$ cat src/rtl/reorder_buffer_param.sv
`default_nettype none
// ============================================================================
// Module   : reorder_buffer_param
// Purpose  : Parametrised in-order-retire reorder buffer with CDB capture,
//            operand forwarding and commit-time mispredict flush.
//            Optional perf counters when ROB_PERF_CNT_EN is defined.
// Revision : 1.0 - initial parametrised release
// ============================================================================
module reorder_buffer_param #(
    parameter int ROB_WIDTH = 3,
    parameter int XLEN      = 32
) (
    input  logic                 clk_in,
    input  logic                 rst_in,
    input  logic                 rdy_in,
    input  logic                 issue_valid,
    output logic                 issue_ready,
    output logic [ROB_WIDTH-1:0] issue_tag,
    input  logic [6:0]           issue_type,
    input  logic [4:0]           issue_rd,
    input  logic [XLEN-1:0]      issue_pc,
    input  logic [XLEN-1:0]      issue_pred_pc,
    input  logic                 issue_done,
    input  logic [XLEN-1:0]      issue_value,
    input  logic                 cdb_valid,
    input  logic [ROB_WIDTH-1:0] cdb_tag,
    input  logic [XLEN-1:0]      cdb_value,
    input  logic [XLEN-1:0]      cdb_next_pc,
    input  logic [ROB_WIDTH-1:0] qry1_tag,
    input  logic [ROB_WIDTH-1:0] qry2_tag,
    output logic                 qry1_ready,
    output logic                 qry2_ready,
    output logic [XLEN-1:0]      qry1_value,
    output logic [XLEN-1:0]      qry2_value,
    output logic                 commit_valid,
    output logic [ROB_WIDTH-1:0] commit_tag,
    output logic [4:0]           commit_rd,
    output logic [XLEN-1:0]      commit_value,
    output logic                 commit_store,
    output logic                 flush_out,
    output logic [XLEN-1:0]      flush_pc
`ifdef ROB_PERF_CNT_EN
    ,
    output logic [31:0]          perf_commit_cnt,
    output logic [31:0]          perf_flush_cnt
`endif
);

    localparam int ROB_SIZE = 1 << ROB_WIDTH;
    localparam logic [ROB_WIDTH:0] c_full_count = (ROB_WIDTH+1)'(ROB_SIZE);
    localparam logic [6:0] c_t_jal  = 7'd3;
    localparam logic [6:0] c_t_beq  = 7'd5;
    localparam logic [6:0] c_t_bgeu = 7'd10;
    localparam logic [6:0] c_t_sb   = 7'd16;
    localparam logic [6:0] c_t_sw   = 7'd18;

    logic [ROB_SIZE-1:0]  r_busy;
    logic [ROB_SIZE-1:0]  r_done;
    logic [6:0]           r_type    [ROB_SIZE];
    logic [4:0]           r_rd      [ROB_SIZE];
    logic [XLEN-1:0]      r_pred_pc [ROB_SIZE];
    logic [XLEN-1:0]      r_value   [ROB_SIZE];
    logic [XLEN-1:0]      r_next_pc [ROB_SIZE];
    logic [ROB_WIDTH-1:0] r_head;
    logic [ROB_WIDTH-1:0] r_tail;
    logic [ROB_WIDTH:0]   r_count;

    logic w_issue_fire, w_cdb_fire, w_commit, w_flush;
    logic w_head_ctl, w_head_branch, w_head_store;
    logic w_q1_hit, w_q2_hit;

    // Full buffer blocks issue even when the head retires this cycle.
    assign issue_ready = (r_count < c_full_count);
    assign issue_tag   = r_tail;

    assign w_issue_fire  = rdy_in && issue_valid && issue_ready;
    assign w_cdb_fire    = rdy_in && cdb_valid && r_busy[cdb_tag];
    assign w_commit      = rdy_in && r_busy[r_head] && r_done[r_head];
    assign w_head_ctl    = (r_type[r_head] >= c_t_jal) && (r_type[r_head] <= c_t_bgeu);
    assign w_head_branch = (r_type[r_head] >= c_t_beq) && (r_type[r_head] <= c_t_bgeu);
    assign w_head_store  = (r_type[r_head] >= c_t_sb)  && (r_type[r_head] <= c_t_sw);
    assign w_flush       = w_commit && w_head_ctl && (r_next_pc[r_head] != r_pred_pc[r_head]);

    assign w_q1_hit   = cdb_valid && (cdb_tag == qry1_tag) && r_busy[qry1_tag];
    assign w_q2_hit   = cdb_valid && (cdb_tag == qry2_tag) && r_busy[qry2_tag];
    assign qry1_ready = w_q1_hit || (r_busy[qry1_tag] && r_done[qry1_tag]);
    assign qry2_ready = w_q2_hit || (r_busy[qry2_tag] && r_done[qry2_tag]);
    assign qry1_value = w_q1_hit ? cdb_value : r_value[qry1_tag];
    assign qry2_value = w_q2_hit ? cdb_value : r_value[qry2_tag];

    // Payload storage; validity is tracked solely by r_busy, so no reset needed.
    // Non-control entries default next_pc to the fall-through address.
    always_ff @(posedge clk_in) begin
        if (w_issue_fire && !w_flush) begin
            r_type[r_tail]    <= issue_type;
            r_rd[r_tail]      <= issue_rd;
            r_pred_pc[r_tail] <= issue_pred_pc;
            r_done[r_tail]    <= issue_done;
            r_value[r_tail]   <= issue_value;
            r_next_pc[r_tail] <= issue_pc + XLEN'(4);
        end
        if (w_cdb_fire && !w_flush) begin
            r_done[cdb_tag]    <= 1'b1;
            r_value[cdb_tag]   <= cdb_value;
            r_next_pc[cdb_tag] <= cdb_next_pc;
        end
    end

    always_ff @(posedge clk_in or posedge rst_in) begin
        if (rst_in) begin
            r_busy       <= '0;
            r_head       <= '0;
            r_tail       <= '0;
            r_count      <= '0;
            commit_valid <= 1'b0;
            commit_tag   <= '0;
            commit_rd    <= '0;
            commit_value <= '0;
            commit_store <= 1'b0;
            flush_out    <= 1'b0;
            flush_pc     <= '0;
`ifdef ROB_PERF_CNT_EN
            perf_commit_cnt <= '0;
            perf_flush_cnt  <= '0;
`endif
        end else begin
            commit_valid <= 1'b0;
            commit_store <= 1'b0;
            flush_out    <= 1'b0;
            if (w_commit) begin
                commit_valid <= 1'b1;
                commit_tag   <= r_head;
                commit_rd    <= (w_head_branch || w_head_store) ? 5'd0 : r_rd[r_head];
                commit_value <= r_value[r_head];
                commit_store <= w_head_store;
`ifdef ROB_PERF_CNT_EN
                perf_commit_cnt <= perf_commit_cnt + 32'd1;
`endif
            end
            if (w_flush) begin
                flush_out <= 1'b1;
                flush_pc  <= r_next_pc[r_head];
                r_busy    <= '0;
                r_head    <= '0;
                r_tail    <= '0;
                r_count   <= '0;
`ifdef ROB_PERF_CNT_EN
                perf_flush_cnt <= perf_flush_cnt + 32'd1;
`endif
            end else begin
                if (w_issue_fire) begin
                    r_busy[r_tail] <= 1'b1;
                    r_tail         <= r_tail + 1'b1;
                end
                if (w_commit) begin
                    r_busy[r_head] <= 1'b0;
                    r_head         <= r_head + 1'b1;
                end
                if (w_issue_fire && !w_commit)
                    r_count <= r_count + 1'b1;
                else if (!w_issue_fire && w_commit)
                    r_count <= r_count - 1'b1;
            end
        end
    end

endmodule
`default_nettype wire

$ cat config.mk
export PLATFORM = sky130hd
export DESIGN_NAME = reorder_buffer_param
export DESIGN_NICKNAME = d
export VERILOG_FILES = /design/src/rtl/reorder_buffer_param.sv
export SDC_FILE = /design/constraint.sdc
export NUM_CORES = 2
export LEC_CHECK = 0
export BUFFER_PORTS_ARGS = -buffer_cell sky130_fd_sc_hd__buf_2
export CAP_MARGIN = 20
export CELL_PAD_IN_SITES_DETAIL_PLACEMENT = 1
export CELL_PAD_IN_SITES_GLOBAL_PLACEMENT = 2
export CORE_UTILIZATION = 49
export DETAILED_ROUTE_END_ITERATION = 10
export PLACE_DENSITY_LB_ADDON = 0.1
export RECOVER_POWER = 100
export SLEW_MARGIN = 15
export SYNTH_ARGS = -nofsm -noshare
export SYNTH_HDL_FRONTEND = slang
export SYNTH_SLANG_ARGS = --single-unit
$ cat constraint.sdc
create_clock -name clk_in -period 18.3 [get_ports clk_in]
set_input_delay 0.915 -clock clk_in [delete_from_list [all_inputs] [get_ports clk_in]]
set_output_delay 0.915 -clock clk_in [all_outputs]
set_load 0.02 [all_outputs]
---- Word-level counts from Yosys, hierarchy flattened ----
Memories as Yosys holds them, arrays and structs flattened. A register that Yosys moved wholly into a read port is not among the register bits.
Cells that the tools add are included.
storage, ports and cells
  bits in registers ....................... 69
  latch bits .............................. 0
  bits in writable memories ............... 864
  ROM bits ................................ 0
  input port bits ......................... 187
  word-level logic and storage cells ...... 119
  memories ................................ 5
cells by class
  add/sub/neg operators ................... 5
  $mul .................................... 0
  div/mod/pow operators ................... 0
  $lt $le $gt $ge ......................... 14
  equality and inequality tests ........... 3
  shifts and indexed selects .............. 0
  mux-type cells .......................... 44
  bitwise operators ....................... 4
  reduce and logical (&&, ||, !) cells .... 33
memory list
  memory     words  width  rd ports  clocked after Yosys merged registers in  wr ports  line  source
  r_next_pc  8      32     1         0                                        2         63    logic [XLEN-1:0] r_next_pc [ROB_SIZE];
  r_pred_pc  8      32     1         0                                        1         61    logic [XLEN-1:0] r_pred_pc [ROB_SIZE];
  r_value    8      32     3         1                                        2         62    logic [XLEN-1:0] r_value [ROB_SIZE];
  r_type     8      7      1         0                                        1         59    logic [6:0] r_type [ROB_SIZE];
  r_rd       8      5      1         0                                        1         60    logic [4:0] r_rd [ROB_SIZE];
operators with widths
  kind                                                             number
  two-way mux 32 bit                                               2
  two-way mux 8 bit                                                6
  adder 32 x 3 -> 32 bit (second input constant)                   1
  != test 32 bit                                                   1
  logical AND 1 bit                                                24
  binary-select mux 1 bit (select 3 bit)                           7
  less-than comparator 3 x 4 -> 1 bit (second input constant)      5
  two-way mux 1 bit                                                17
  OR 8 bit                                                         2
  two-way mux 3 bit                                                4
  two-way mux 4 bit                                                3
  demux 1 bit (select 3 bit)                                       3
  >= comparator 3 x 1 -> 1 bit (second input constant)             3
  bitwise AND 8 bit                                                1
  bitwise mux 8 bit                                                1
  NOT 8 bit                                                        1
  >= comparator 7 x 2 -> 1 bit (second input constant)             1
  >= comparator 7 x 3 -> 1 bit (second input constant)             1
  >= comparator 7 x 5 -> 1 bit (second input constant)             1
  less-or-equal comparator 7 x 4 -> 1 bit (second input constant)  1
  less-or-equal comparator 7 x 5 -> 1 bit (second input constant)  1
  adder 3 x 1 -> 3 bit (second input constant)                     2
  == test 3 bit                                                    2
  two-way mux 5 bit                                                1
  7 further kinds                                                  12

---- Depth between registers and ports, before layout ----
  word-level depth ........................ 11
  mapped depth ............................ 15
  gate-level depth less buffers ........... 11

---- Worst setup path after synthesis ----
No wires, ideal clock.
  path kind ............................... reg2reg
  start ................................... reg r_head[0]
  end ..................................... mem r_next_pc[7][0], enable pin
  library setup time ...................... 499 ps
  arrival ................................. 7373 ps
  data required time ...................... 17801 ps
  slack ................................... 10427 ps
  cell stages (with the launch flop) ...... 14
  path buffers ............................ 4
  clock period less this slack ............ 7873 ps
  path through ............................ dfrtp_1 buf_6 buf_6 buf_6 mux4_2 nand2_1 nand2_1 xnor2_1 nand3_1 nor4_1 a31oi_1 buf_2 nor3_1 o21bai_1
RTL lines
  item                      line  source
  start: declaration        64    logic [ROB_WIDTH-1:0] r_head;
  start signal: assignment  157   r_head <= r_head + 1'b1;
  end: declaration          63

==> key figures <==
Status
  • Status: finished with violations
  • Failing checks: max-capacitance violations, max-slew violations

Timing
  • Tmin final: 12480 ps
  • Max_slew headroom: -194%
  • Actual slew at the worst max-slew pin: 4410 ps
  • Unrepaired setup endpoints after global routing: no
  • Worst clock skew: 29.6 ps
  • Period utilization: between 60% and 70%
  • Max-slew violation count: 1297
  • # setup viols final: 0
  • Final Hold Fails: 0
  • Fmax: 0.0801 GHz
  • Setup TNS: 0 ps

Drt
  • Routed Antenna Nets: 0
  • Pre-antenna DRT Iters: 5
  • Vias per cell: 6.37
  • Final wirelength: 155000 um
  • Metal3 WL: approximately 8600 um
  • Routed vias: 30031
  • Per-cell routed wire length: around 33 um
  • Met1 Wirelength: 62400 um
  • First DRT Iteration DRCs: 2505
  • DRC violations left: 0
  • Max Used Layer: met5
  • Routed met2 length: 78900 um

Synthesis
  • Sequential share of the synthesized area: 57.5%
  • Synth Cell Area: 49400 um^2
  • Adder-cell share of the synthesized area: less than 1%
  • Synth Area in Simple Gates: 3.76%
  • Post-synthesis cell count: 3054
  • Post-synth EDFFs: 864
  • Post-synth cell types: 58
  • XOR/XNOR share of the synthesized area: 3.84%
  • Ys async rst share: under 10%
  • Main combinational cell family by area after synthesis: multiplexers
  • Post-synthesis mux area share: 29.4%
  • Compound-Gate Fraction of Synth Area: 2.78%
  • Prevailing post-synth register cell: edfxtp_1
  • Yosys reg bits: between 900 and 1000
  • Syn. warnings: 0
  • Syn nets: 3247
  • Post-Syn Area per Cell: 16.2 um^2

Clock network
  • CTS Buffer Depth: 3
  • CTS Buf Count: ~110
  • CTS tree: built
  • Clock latency on the worst-skew pair: a little over 700 ps
  • Clk slew on worst S/H paths: 60 ps
  • Post-CTS setup buffers: 0
  • Post-CTS Resized: 0
  • Cts hold-fix bufs: 0
  • CTS HTree Levels: 3
  • Root Buffer: clkbuf_16
  • Sink Count: roughly 970

Finish
  • Share of post-route cells with drive strength above 1: 32.4%
  • Nets: 3511
  • Final Non-Filler Cells: 4717
  • Area growth, synth to finish: 11.1%

Worst setup path
  • Worst EP required: 18300 ps
  • CP Max Fanout: 42
  • Critical Path AT: between 10000 and 15000 ps
  • R2R Path Start: r_head[2]
  • Critical path startpoint category: register
  • Crit path buf inv count: 3
  • CP most frequent cell: clkbuf_1
  • Slowest-stage cell, CP: clkbuf_1
  • Crit path largest cell delay: 2200 ps
  • CP delay by family, top: buffers and inverters
  • Crit path launch: r_head[2]
  • Endpoint type of the worst setup path: register
  • Kind of critical path: reg -> reg
  • Cell chain of the critical path: clkbuf_1, nand2_1, a311oi_1, nor3_1, nand4_1, nor4b_1, a31oi_4, clkbuf_1, or4b_1, o21ai_0, clkbuf_1

Place
  • IO Port Bufs: between 300 and 400
  • Dpl hpwl: 91900 um
  • DP Cell Count: about 4500
  • Routability cong.: 0.791

Floorplan
  • Area of the die: about 100000 um^2
  • Die Wd: 320 um
  • Starting density of the core: 49.4%
  • Die height: 320 um
  • # IOs: 332
  • Core area: 100000 um^2
  • Row count: 116

Global route
  • GR Util All Layers: 30.3%
  • Initial antenna violation count: 14
  • Overflow after GRT: 0
  • First-pass GRT wire length: 224000 um
  • Largest net degree at the start of global routing: between 100 and 150
  • Vias in the first global route: approximately 33000

Run
  • Number of max-cap violations: 34

Min path
  • Hold WC Path Type: in -> async

Power and ir drop
  • P per Cell Area: ~120 nW/um^2
  • Max IR drop VDD: 114 uV
  • Lkg Pwr: 18.4 nW
## routing by layer
metal  up-vias  GRT usage (%)
met5         -              0
li1      12596              -
met3       265           3.89
met2      1135           52.6
met1     16023           39.2
met4        12           10.4
## cells in the final DEF, fill, tap and decap left out, types with 8 or more instances in the layout
| master | count |
|---|---|
| dfxtp_1 | 8 |
| mux2_2 | 437 |
| inv_1 | 8 |
| a31oi_1 | 30 |
| edfxtp_1 | 864 |
| nor3_1 | 18 |
| a211oi_1 | 17 |
| o21ai_0 | 130 |
| clkbuf_1 | 238 |
| and3_1 | 9 |
| nand3_1 | 26 |
| nor2_1 | 79 |
| nand4_1 | 16 |
| a21oi_1 | 22 |
| buf_2 | 145 |
| clkinv_2 | 17 |
| mux4_2 | 324 |
| clkinv_1 | 26 |
| nor4_1 | 8 |
| xnor2_1 | 118 |
| clkbuf_16 | 108 |
| dfrtp_1 | 91 |
| clkbuf_8 | 8 |
| mux2i_1 | 119 |
| nand2_1 | 233 |
| xor2_1 | 99 |
| buf_4 | 28 |
| mux2_1 | 76 |
## flip-flops by register name (all words and copies together) (netlist names)
name,count
commit_tag,3
r_value,256
r_busy,8
flush_pc,32
r_head,3
r_next_pc,256
r_pred_pc,256
r_rd,40
commit_rd,5
flush_out,1
issue_tag,3
commit_value,32
r_count,4
commit_store,1
commit_valid,1
r_done,8
r_type,56
## cells in the mapped netlist (all sizes together) (2+ instances only)
master,instances,area (um^2)
a31oi,31,194
o311ai,4,35.0
nand3b,3,22.5
clkbuf,95,357
nand2,233,875
and2,2,12.5
buf,138,835
a221oi,3,26.3
mux2,514,6070
mux2i,119,1190
a311oi,5,43.8
o22ai,6,37.5
xor2,99,867
nor2,82,308
dfxtp,8,160
or4b,2,27.5
or2,7,43.8
a21o,2,15.0
inv,10,37.5
nor2b,6,37.5
nor4,8,50.1
mux4,324,7300
a21oi,22,110
dfrtp,93,2330
or3,6,37.5
ha,5,62.6
xnor2,118,1030
nor3,18,90.1
o21ai,133,666
nand4,16,100
o211ai,7,52.6
and3,9,56.3
edfxtp,864,25900
nand3,27,140
a211oi,17,128
nand2b,5,31.3
## worst paths after layout
| kind | slack, ps | endpoint | depth (start not counted) |
|---|---|---|---|
| min | 330 | commit_value[24] | 2 |
| max | 5820 | r_next_pc[1][26] | 11 |
| max in group asynchronous | 13580 | r_head[1] | 3 |
| min in group clk_in | 480 | commit_value[15] | 2 |
| max reg2reg | 5820 | r_next_pc[1][26] | 11 |
| min reg2reg | 480 | commit_value[15] | 2 |
## through the flow
| stage | setup WS [ps] | cell area [um^2] | hold slack, ps | util (%) | power [mW] |
|---|---|---|---|---|---|
| 2_1_floorplan | 10430 | 49400 | 489 | - | 3.91 |
| 3_3_place_gp | 11130 | 52200 | 458 | 52.2 | 4.47 |
| 3_5_place_dp | 11130 | 52200 | 472 | 52.2 | 4.51 |
| 4_1_cts | 11080 | 55700 | 118 | 55.7 | 6.65 |
| 5_1_grt | 5580 | 54900 | 388 | 54.9 | 6.80 |
| 6_report | 5820 | 54900 | 328 | 54.9 | 6.58 |
## area by class of cell
type | count | area (um^2)
diodes | 7 | 17.5
clock buffers | 142 | 2910
clock inverters | 61 | 547
fillers | 9334 | 45100
inverters | 11 | 45.0
multi-input cells | 1845 | 19500
flip-flops and latches | 965 | 28400
well taps | 1298 | 1620
repair buffers | 388 | 1780
## logic make-up (layout without fill, tap and decap cells)
kind of cell	count (synthesis)	count (layout)
DFF	965	965
muxes	957	957
and+or+nand+nor	427	427
buffers and inverters	244	602
AOI/OAI and AO/OA	238	238
xor gates and xnor gates	217	217
adders and majority gates	6	6
other	0	7
## power by group
group	internal [mW]	switching [mW]	total, mW
sequential	2.56	0.167	2.73
combinational	0.707	0.997	1.70
clock	1.22	0.922	2.14
Note: power is estimated with default switching activity, not from simulation.
